==> src/rtl/fft_pkg.sv <==
// Shared types and constants for the FFT stage frame controller.
// Latency: n/a (declarations only).
// Backpressure: n/a.
package fft_pkg;

    typedef enum logic [1:0] {
        ST_IDLE = 2'd0,
        ST_RUN  = 2'd1,
        ST_GAP  = 2'd2
    } ctrl_state_t;

    localparam int FRAME_CNT_W = 16;

    // Frame length in samples for a given stage depth.
    function automatic int frame_len(input int layer);
        return 1 << layer;
    endfunction

endpackage

==> src/rtl/fft_frame_ctrl_if.sv <==
// Source/sink handshake plus framing outputs of the frame controller.
// Latency: n/a (wiring only).
// Backpressure: src_ready is driven by the controller from sink_ready.
interface fft_frame_ctrl_if #(
    parameter int LAYER = 3
);
    import fft_pkg::*;

    logic                   en;
    logic                   src_valid;
    logic                   src_ready;
    logic                   sink_ready;
    logic                   stb;
    logic [LAYER-1:0]       idx;
    logic                   start;
    logic                   over;
    logic                   buf_sel;
    logic [FRAME_CNT_W-1:0] frame_cnt;
    logic                   busy;

    // Controller side.
    modport slave (
        input  en, src_valid, sink_ready,
        output src_ready, stb, idx, start, over, buf_sel, frame_cnt, busy
    );

    // Source/sink/test side.
    modport master (
        output en, src_valid, sink_ready,
        input  src_ready, stb, idx, start, over, buf_sel, frame_cnt, busy
    );

endinterface

==> src/rtl/mod_counter.sv <==
// Modulo counter (up 0..TERM or down TERM..0) with enable, sync load and wrap flag.
// Latency: count updates on the edge after en/load; wrap is combinational.
// Backpressure: none; holds its value while en is low.
module mod_counter #(
    parameter int           W    = 4,
    parameter logic [W-1:0] TERM = '1,
    parameter bit           DOWN = 1'b0
) (
    input  logic         clk,
    input  logic         rst,
    input  logic         en,
    input  logic         load,
    input  logic [W-1:0] load_val,
    output logic [W-1:0] cnt,
    output logic         wrap
);

    logic [W-1:0] cnt_q;
    logic [W-1:0] cnt_d;
    logic         at_end;

    assign at_end = DOWN ? (cnt_q == '0) : (cnt_q == TERM);
    assign wrap   = en && at_end;
    assign cnt    = cnt_q;

    // Next count: load wins, then step or wrap back to the start value.
    always_comb begin
        cnt_d = cnt_q;
        if (load) begin
            cnt_d = load_val;
        end else if (en) begin
            if (at_end) begin
                cnt_d = DOWN ? TERM : '0;
            end else begin
                cnt_d = DOWN ? (cnt_q - 1'b1) : (cnt_q + 1'b1);
            end
        end
    end

    // Count register.
    always_ff @(posedge clk or posedge rst) begin
        if (rst) begin
            cnt_q <= '0;
        end else begin
            cnt_q <= cnt_d;
        end
    end

endmodule

==> src/rtl/fft_frame_ctrl.sv <==
// Cuts a sample stream into 2^LAYER frames, strobes index/start/over, gaps frames.
// Latency: accepted sample at edge k -> stb/idx/start/over registered in cycle k+1.
// Backpressure: src_ready follows sink_ready in RUN only; held low in IDLE and GAP.
module fft_frame_ctrl
    import fft_pkg::*;
#(
    parameter int LAYER = 3,
    parameter int GAP   = 2
) (
    input  logic clk,
    input  logic rst,
    fft_frame_ctrl_if.slave io
);

    localparam int               N        = frame_len(LAYER);
    localparam logic [LAYER-1:0] IDX_LAST = LAYER'(N - 1);
    localparam logic [3:0]       GAP_LAST = 4'((GAP > 0) ? (GAP - 1) : 0);

    ctrl_state_t state_q, state_d;

    logic                   stb_q,       stb_d;
    logic [LAYER-1:0]       idx_q,       idx_d;
    logic                   start_q,     start_d;
    logic                   over_q,      over_d;
    logic                   buf_sel_q,   buf_sel_d;
    logic [FRAME_CNT_W-1:0] frame_cnt_q, frame_cnt_d;

    logic             fire;
    logic             frame_done;
    logic [LAYER-1:0] idx_cnt;
    logic             gap_en;
    logic             gap_load;
    logic             gap_done;
    logic [3:0]       gap_cnt;
    logic             gap_cnt_unused;

    // Ready never looks at src_valid, so no valid->ready combinational path.
    assign io.src_ready = (state_q == ST_RUN) && io.sink_ready;
    assign fire         = io.src_ready && io.src_valid;

    assign gap_en   = (state_q == ST_GAP);
    assign gap_load = frame_done && (GAP > 0);
    // Only the wrap flag steers the FSM; the count value itself is not needed.
    assign gap_cnt_unused = ^gap_cnt;

    mod_counter #(
        .W    (LAYER),
        .TERM (IDX_LAST),
        .DOWN (1'b0)
    ) u_idx_cnt (
        .clk      (clk),
        .rst      (rst),
        .en       (fire),
        .load     (1'b0),
        .load_val ('0),
        .cnt      (idx_cnt),
        .wrap     (frame_done)
    );

    mod_counter #(
        .W    (4),
        .TERM (GAP_LAST),
        .DOWN (1'b1)
    ) u_gap_cnt (
        .clk      (clk),
        .rst      (rst),
        .en       (gap_en),
        .load     (gap_load),
        .load_val (GAP_LAST),
        .cnt      (gap_cnt),
        .wrap     (gap_done)
    );

    // Next state and next registered outputs; en only matters at frame boundaries.
    always_comb begin
        state_d     = state_q;
        stb_d       = fire;
        idx_d       = fire ? idx_cnt : idx_q;
        start_d     = fire && (idx_cnt == '0);
        over_d      = frame_done;
        buf_sel_d   = buf_sel_q ^ frame_done;
        frame_cnt_d = frame_done ? (frame_cnt_q + 1'b1) : frame_cnt_q;
        case (state_q)
            ST_IDLE: begin
                if (io.en && io.src_valid) begin
                    state_d = ST_RUN;
                end
            end
            ST_RUN: begin
                if (frame_done) begin
                    if (GAP > 0) begin
                        state_d = ST_GAP;
                    end else begin
                        state_d = io.en ? ST_RUN : ST_IDLE;
                    end
                end
            end
            ST_GAP: begin
                if (gap_done) begin
                    state_d = io.en ? ST_RUN : ST_IDLE;
                end
            end
            default: state_d = ST_IDLE;
        endcase
    end

    // FSM state register.
    always_ff @(posedge clk or posedge rst) begin
        if (rst) begin
            state_q <= ST_IDLE;
        end else begin
            state_q <= state_d;
        end
    end

    // Framing outputs, ping-pong select and completed-frame count.
    always_ff @(posedge clk or posedge rst) begin
        if (rst) begin
            stb_q       <= 1'b0;
            idx_q       <= '0;
            start_q     <= 1'b0;
            over_q      <= 1'b0;
            buf_sel_q   <= 1'b0;
            frame_cnt_q <= '0;
        end else begin
            stb_q       <= stb_d;
            idx_q       <= idx_d;
            start_q     <= start_d;
            over_q      <= over_d;
            buf_sel_q   <= buf_sel_d;
            frame_cnt_q <= frame_cnt_d;
        end
    end

    assign io.stb       = stb_q;
    assign io.idx       = idx_q;
    assign io.start     = start_q;
    assign io.over      = over_q;
    assign io.buf_sel   = buf_sel_q;
    assign io.frame_cnt = frame_cnt_q;
    assign io.busy      = (state_q != ST_IDLE);

endmodule

==> src/flat_wrapper.sv <==
// flat-port wrapper written by rule: the top's interface ports become plain ports
module fft_frame_ctrl_flat import fft_pkg::*;
#(
    parameter int LAYER = 3,
    parameter int GAP   = 2
)
  (clk, rst, io_en, io_src_valid, io_sink_ready, io_src_ready, io_stb, io_idx, io_start, io_over, io_buf_sel, io_frame_cnt, io_busy);
  fft_frame_ctrl_if #(.LAYER(LAYER)) io_i ();
  input  logic clk;
  input  logic rst;
  input wire logic [$bits(io_i.en)-1:0] io_en;
  input wire logic [$bits(io_i.src_valid)-1:0] io_src_valid;
  input wire logic [$bits(io_i.sink_ready)-1:0] io_sink_ready;
  output wire logic [$bits(io_i.src_ready)-1:0] io_src_ready;
  output wire logic [$bits(io_i.stb)-1:0] io_stb;
  output wire logic [$bits(io_i.idx)-1:0] io_idx;
  output wire logic [$bits(io_i.start)-1:0] io_start;
  output wire logic [$bits(io_i.over)-1:0] io_over;
  output wire logic [$bits(io_i.buf_sel)-1:0] io_buf_sel;
  output wire logic [$bits(io_i.frame_cnt)-1:0] io_frame_cnt;
  output wire logic [$bits(io_i.busy)-1:0] io_busy;
  assign io_i.en = io_en;
  assign io_i.src_valid = io_src_valid;
  assign io_i.sink_ready = io_sink_ready;
  assign io_src_ready = io_i.src_ready;
  assign io_stb = io_i.stb;
  assign io_idx = io_i.idx;
  assign io_start = io_i.start;
  assign io_over = io_i.over;
  assign io_buf_sel = io_i.buf_sel;
  assign io_frame_cnt = io_i.frame_cnt;
  assign io_busy = io_i.busy;
  fft_frame_ctrl #(.LAYER(LAYER), .GAP(GAP)) u_core (.clk(clk), .rst(rst), .io(io_i));
endmodule
==> config.mk <==
export PLATFORM = sky130hd
export DESIGN_NAME = fft_frame_ctrl_flat
export DESIGN_NICKNAME = d
export VERILOG_FILES = /design/src/rtl/fft_pkg.sv /design/src/rtl/fft_frame_ctrl_if.sv /design/src/rtl/mod_counter.sv /design/src/rtl/fft_frame_ctrl.sv /design/src/flat_wrapper.sv
export SDC_FILE = /design/constraint.sdc
export NUM_CORES = 1
export LEC_CHECK = 0
export CAP_MARGIN = 20
export CORE_ASPECT_RATIO = 2
export CORE_MARGIN = 1.5
export CORE_UTILIZATION = 50
export CTS_CLUSTER_SIZE = 16
export DETAILED_ROUTE_END_ITERATION = 7
export MAX_ROUTING_LAYER = met4
export PLACE_DENSITY = 0.78
export SETUP_SLACK_MARGIN = 0.5
export SLEW_MARGIN = 20
export SYNTH_ARGS = -nofsm -noshare
export SYNTH_HDL_FRONTEND = slang
export SYNTH_SLANG_ARGS = --single-unit
==> constraint.sdc <==
create_clock -name clk -period 1.9 [get_ports clk]
set_input_delay 0.38 -clock clk [delete_from_list [all_inputs] [get_ports clk]]
set_output_delay 0.38 -clock clk [all_outputs]
set_load 0.01 [all_outputs]
Word level (Yosys, flattened, before mapping)
Cells that the tools add are included.
Widths: inputs -> output; s select.

word-level totals
  memories = 0
  bits in registers = 32
  ROM bits = 0
  word-level logic and storage cells = 40
  latch bits = 0
  memory bits (writable) = 0

operators by class
  multiply operators = 0
  reductions and logical operators = 12
  add/sub/neg operators = 3
  $lt $le $gt $ge = 0
  div/mod/pow operators = 0
  shifts and indexed selects = 0
  bitwise logic cells = 1
  equal/unequal tests = 6
  multiplexer cells = 9

operators with widths
  cell                   count
  $add 16x1->16 const B  1
  $mux 4                 3
  $logic_and 1x1->1      6
  $mux 2                 3
  $ne 2x1->1 const B     3
  $pmux 2 s3             1
  $logic_not 4->1        1
  $reduce_bool 2->1      2
  $sub 4x1->4 const B    1
  $add 3x1->3 const B    1
  $eq 3x3->1 const B     1
  $logic_not 3->1        1
  $mux 3                 1
  $reduce_and 3->1       1
  $eq 2x1->1 const B     1
  $eq 2x2->1 const B     1
  $logic_not 2->1        1
  $mux 1                 1
  $xor 1x1->1            1

Longest topological paths before layout
  depth after elaboration = 6
  depth in mapped cells = 6

Hierarchy
A second synthesis with hierarchy kept.

unflattened totals
  cell total of the unflattened synthesis = 128
  area total of the unflattened synthesis = 1473.9 µm²

by module, submodules not included
  module                          area each (µm²)  times used  cells an instance  seq. area each (µm²)
  fft_frame_ctrl                  1081.0           1           88                 625.6
  mod_counter (u_core.u_gap_cnt)  215.2            1           23                 100.1
  mod_counter (u_core.u_idx_cnt)  177.7            1           17                 75.1

Worst setup path before layout
Ideal clock, no wire load.

  path kind = flip-flop to flip-flop
  start = register u_core.u_idx_cnt.cnt_q[0] (netlist: u_core.u_idx_cnt.cnt[0])
  end = register u_core.frame_cnt_q[15] (netlist: u_core.io.frame_cnt[15])
  path slack = 0.269 ns
  stages on the path, launching flop included = 7
  clock period less this slack = 1.631 ns
  library setup time = 0.079 ns
  required time = 1.821 ns
  buffers on the path = 0
  arrival time = 1.552 ns
  path through = dfrtp_1 ha_1 ha_1 inv_1 or4_4 nor3_2 xor2_1

between the ends
  cells in the longest elaborated chain, start to end = 2

RTL lines
  what                      line                   source
  start: declaration        mod_counter.sv:18      logic [W-1:0] cnt_q;
  start signal: assignment  mod_counter.sv:45      cnt_q <= cnt_d;
  $eq 3x3->1                mod_counter.sv:22      assign at_end = DOWN ? (cnt_q == '0) : (cnt_q == TERM);
  $logic_and 1x1->1         mod_counter.sv:23      assign wrap = en && at_end;
  end signal: assignment    fft_frame_ctrl.sv:131  frame_cnt_q <= frame_cnt_d;
  end: declaration          fft_frame_ctrl.sv:26   logic [FRAME_CNT_W-1:0] frame_cnt_q, frame_cnt_d;

Every way passes these cells.
A chain may end at the register's enable or synchronous reset.

Final worst setup path
  start = register u_core.state_q[1]
  end = register u_core.frame_cnt_q[9] (netlist: u_core.io.frame_cnt[9])

between the ends
  cells in the longest elaborated chain, start to end = 4

RTL lines
  what                      line                   source
  start: declaration        fft_frame_ctrl.sv:19   ctrl_state_t state_q, state_d;
  start signal: assignment  fft_frame_ctrl.sv:112  state_q <= state_d;
  $eq 2x1->1                fft_frame_ctrl.sv:38   assign io.src_ready = (state_q == ST_RUN) && io.sink_ready;
  $logic_and 1x1->1         fft_frame_ctrl.sv:38
  $logic_and 1x1->1         fft_frame_ctrl.sv:39   assign fire = io.src_ready && io.src_valid;
  $logic_and 1x1->1         mod_counter.sv:23

Every way passes these cells.

==> qor.tcl <==
set qor(synth.ff_latch_count) 32
set qor(finish.cell_count_without_fillers) 237
set qor(portBuffers) 29
set qor(synth_fp_nets) 145
set qor(relSlewSlack) 0.729
set qor(avgSynthCellArea_um2) 10.7
set qor(route.final.wire_length_mm) 3.59
set qor(post_synth_inst_count) 134
set qor(cells_along_the_critical_path) {buf_4 > nand4b_4 > buf_4 > nor3_2 > buf_4 > and3_4 > xor2_1}
set qor(cts_tree) {done}
set qor(post_synth_xor_area_fraction) 0.0979
set qor(die_h_um) 78.7
set qor(routedWlPerCell_um) 15.1
set qor(worst_setup_path_endpoint) {u_core.io.frame_cnt[9]}
set qor(post-synth-top-count-cell) {sky130_fd_sc_hd__dfrtp_1}
set qor(cp_data_arrival_time_ns) 1.84
set qor(start_util) 0.523
set qor(slew_viol_final) 0
set qor(worst_hold_slack_ns) 0.467
set qor(busiest_layer_in_global_routing) {met2}
set qor(worstReg2RegEnd) {u_core.io.frame_cnt[9]}
set qor(gp_routability_congestion) 0.740
set qor(drtAntennaViolNets) 0
set qor(worst_pin_slew_ns) 0.406
set qor(grt_pass1_wl_mm) 5.49
set qor(maxcap_viol_count) 0
set qor(synth-main-ff-cell) {sky130_fd_sc_hd__dfrtp_1}
set qor(synth_area_leader_cell) {sky130_fd_sc_hd__dfrtp_1}
set qor(floorplan.die_area_um2) 3210
set qor(power_per_cell_area_nw_per_um2) 971
set qor(ff2ff_setup_slack_ns) 0.26
set qor(areaGrowthSynthToFinish_pct) 54.2
set qor(timing.critical_path.depth) 7
set qor(run_status) {finished, final reports clean}
set qor(worst_clock_skew_ns) 0.00838
set qor(synth_async_sr_flop_share) 1.00
set qor(finalInstanceArea_um2) 2210
set qor(timing.final.hold_violations) 0
set qor(critPathLaunchType) {register}
set qor(drcViolationCount) 0
set qor(path_clk_slew_ns) 0.07
set qor(synth-edff-count) 0
set qor(initialDrtViolationCount) 21
set qor(met2_usage) 0.405
set qor(crit_buf_inv) 3
set qor(grt_use_met1) 0.266
set qor(cts_root_buffer) {sky130_fd_sc_hd__clkbuf_8}
set qor(viasPerCell) 5.49
set qor(vdd_drop_max_mv) 0.853
set qor(synth_top_family_by_area) {simple AND/OR/NAND/NOR gates}
set qor(route.vias.total) 1302
set qor(firstDrtPassIters) 4
set qor(timing.critical_path.mode_cell) {sky130_fd_sc_hd__buf_4}
set qor(r2r-start) {u_core.state_q[1]}
set qor(grt_use_total) 0.254
set qor(critical_path.slowest_cell) {sky130_fd_sc_hd__dfrtp_1}
set qor(report.final.setup_viol) 0
set qor(via_count_of_the_first_global_routing_pass) 1265
set qor(path_class) {reg -> reg}
set qor(ys_top_cells_by_count) {32 x sky130_fd_sc_hd__dfrtp_1, 23 x sky130_fd_sc_hd__nand2_1, 10 x sky130_fd_sc_hd__inv_1}
set qor(netlist-cell-type-count) 25
set qor(rsz_0062_raised_after_global_routing) {yes}
set qor(synth_sequential_area_ratio) 0.559
set qor(max-clock-path-buffers) 2
set qor(simple_logic_cell_fraction_of_the_synthesized_area) 0.196
set qor(htree_num_levels) 2
set qor(final.setup.tns_ns) 0
set qor(hold_path.class) {reg -> reg}
set qor(cts_made_buffers) 5
set qor(crit_fanout) 4
set qor(leakagePower_nw) 1.20
set qor(report.power.total_mw) 2.14
set qor(grt-ovfl-total) 0
set qor(dp.final_hpwl_mm) 2.15
set qor(period_minus_slack_ns) 1.64
set qor(synthDominantCellAreaShare) 0.559
set qor(boundaryPins) 30
set qor(insertion_delay_ns) 0.28
set qor(worst_path_dominant_cell_family) {simple AND/OR/NAND/NOR gates}
set qor(grt_antenna_before_repair) 0
set qor(reg2reg_depth) 7
set qor(design.core.area_um2) 2740
set qor(drive_gt1_frac) 0.332
set qor(crit_path_max_incr_delay_ns) 0.38
set qor(numPlacedInstances) 199
set qor(floorplan.die.width_um) 40.8
set qor(synth-compound-area-share) 0.0656
set qor(setup_slack_ns) 0.263
set qor(post_synth_main_area_contributors) {sky130_fd_sc_hd__dfrtp_1 56%, sky130_fd_sc_hd__nand2_1 6.0%, sky130_fd_sc_hd__ha_1 5.2%, sky130_fd_sc_hd__xnor2_1 4.9%, sky130_fd_sc_hd__xor2_1 4.9%}
set qor(cts_hold_repair.buffers) 0
set qor(layout_worst_path_cycle_share) 0.861
set qor(cts_num_sinks) 32
set qor(finish.utilization) 0.807
set qor(synth-warning-count) 0
set qor(grt_start_max_net_pins) 33
set qor(crit_path_start) {u_core.state_q[1]}
set qor(dpl_cell_area_um2) 1830
set qor(required_ns) 2.10
set qor(synth_mux_area_frac) 0
set qor(groute.layer.met3.usage) 0.0763
set qor(num_rows) 27
set qor(fmax_ghz) 0.611
set qor(timing.critical_path.to_type) {register}
set qor(mappedNetlistArea_um2) 1430
set qor(insertedDiodeCount) 0
set qor(synth_adder_area_share) 0.0524
set qor(design.final.nets) 218
set qor(preCtsSetupSlack_ns) -0.0848
==> final cells by class <==
| class | instances | area, um2 |
|---|---|---|
| Sequential cell | 32 | 802 |
| Multi-Input combinational cell | 91 | 679 |
| Timing Repair Buffer | 66 | 556 |
| Fill cell | 166 | 529 |
| Clock buffer | 8 | 90.1 |
| Inverter | 11 | 43.8 |
| Tap cell | 29 | 36.3 |
==> power by group <==
| group | total, mW | switching, mW | internal (mW) | leakage (nW) |
|---|---|---|---|---|
| Clock | 0.526 | 0.231 | 0.295 | 0.0455 |
| Sequential | 0.938 | 0.121 | 0.817 | 0.414 |
| Combinational | 0.678 | 0.322 | 0.356 | 0.743 |
==> layer usage <==
layer  part of all wire  up-vias
met1               0.35      652
met2               0.59       45
met4              0.024        0
met5                  0        -
met3              0.042       11
li1                   -      594
==> cells in the final DEF, fill, tap and decap left out, types with 2 or more instances in the layout <==
cell	n
sky130_fd_sc_hd__o21ai_1	5
sky130_fd_sc_hd__clkdlybuf4s50_1	2
sky130_fd_sc_hd__nor2_1	3
sky130_fd_sc_hd__dfrtp_1	31
sky130_fd_sc_hd__nand2_1	22
sky130_fd_sc_hd__inv_2	4
sky130_fd_sc_hd__buf_4	29
sky130_fd_sc_hd__clkbuf_8	6
sky130_fd_sc_hd__inv_1	6
sky130_fd_sc_hd__o31ai_1	2
sky130_fd_sc_hd__clkdlybuf4s15_1	5
sky130_fd_sc_hd__xor2_1	8
sky130_fd_sc_hd__o21ai_0	2
sky130_fd_sc_hd__and3_1	3
sky130_fd_sc_hd__clkbuf_1	2
sky130_fd_sc_hd__buf_6	8
sky130_fd_sc_hd__nor2_4	3
sky130_fd_sc_hd__clkbuf_2	2
sky130_fd_sc_hd__buf_2	2
sky130_fd_sc_hd__nand4_1	4
sky130_fd_sc_hd__ha_1	4
sky130_fd_sc_hd__xnor2_1	8
sky130_fd_sc_hd__dlygate4sd2_1	18
sky130_fd_sc_hd__nand3_1	4
sky130_fd_sc_hd__a21o_1	2
sky130_fd_sc_hd__nand2b_1	2
sky130_fd_sc_hd__nor3_2	3
==> sequential cells by signal, summed over array words and instances (netlist names) <==
name / cells
u_core.io.stb: 1
u_core.u_gap_cnt.cnt: 4
u_core.io.idx: 3
u_core.state_q: 2
u_core.io.frame_cnt: 16
u_core.io.buf_sel: 1
u_core.io.over: 1
u_core.io.start: 1
u_core.u_idx_cnt.cnt: 3
==> worst min path at each step <==
stage                         endpoint  cells after the start               startpoint
6_report       u_core.io.frame_cnt[15]                      1  u_core.io.frame_cnt[15]
5_1_grt        u_core.io.frame_cnt[15]                      1  u_core.io.frame_cnt[15]
4_1_cts        u_core.io.frame_cnt[15]                      1  u_core.io.frame_cnt[15]
3_5_place_dp   u_core.io.frame_cnt[15]                      1  u_core.io.frame_cnt[15]
3_3_place_gp   u_core.io.frame_cnt[15]                      1  u_core.io.frame_cnt[15]
2_1_floorplan  u_core.u_gap_cnt.cnt[3]                      1  u_core.u_gap_cnt.cnt[3]
==> cell families after synthesis <==
kind of cell | count (synthesis)
adder cells (fa/ha/maj) | 6
AO/OA/AOI/OAI | 15
flip-flops | 32
XOR/XNOR | 16
AND/OR/NAND/NOR | 54
buffers and inverters | 11
==> timing repair <==
action / in CTS / in global routing
resized for setup: 53 / 24
hold endpoints to repair: 0 / 0
buffers inserted: 17 / 13
setup endpoints to repair: 46 / 38
pin swaps: 6 / 9
(Power assumes the default switching activity.)
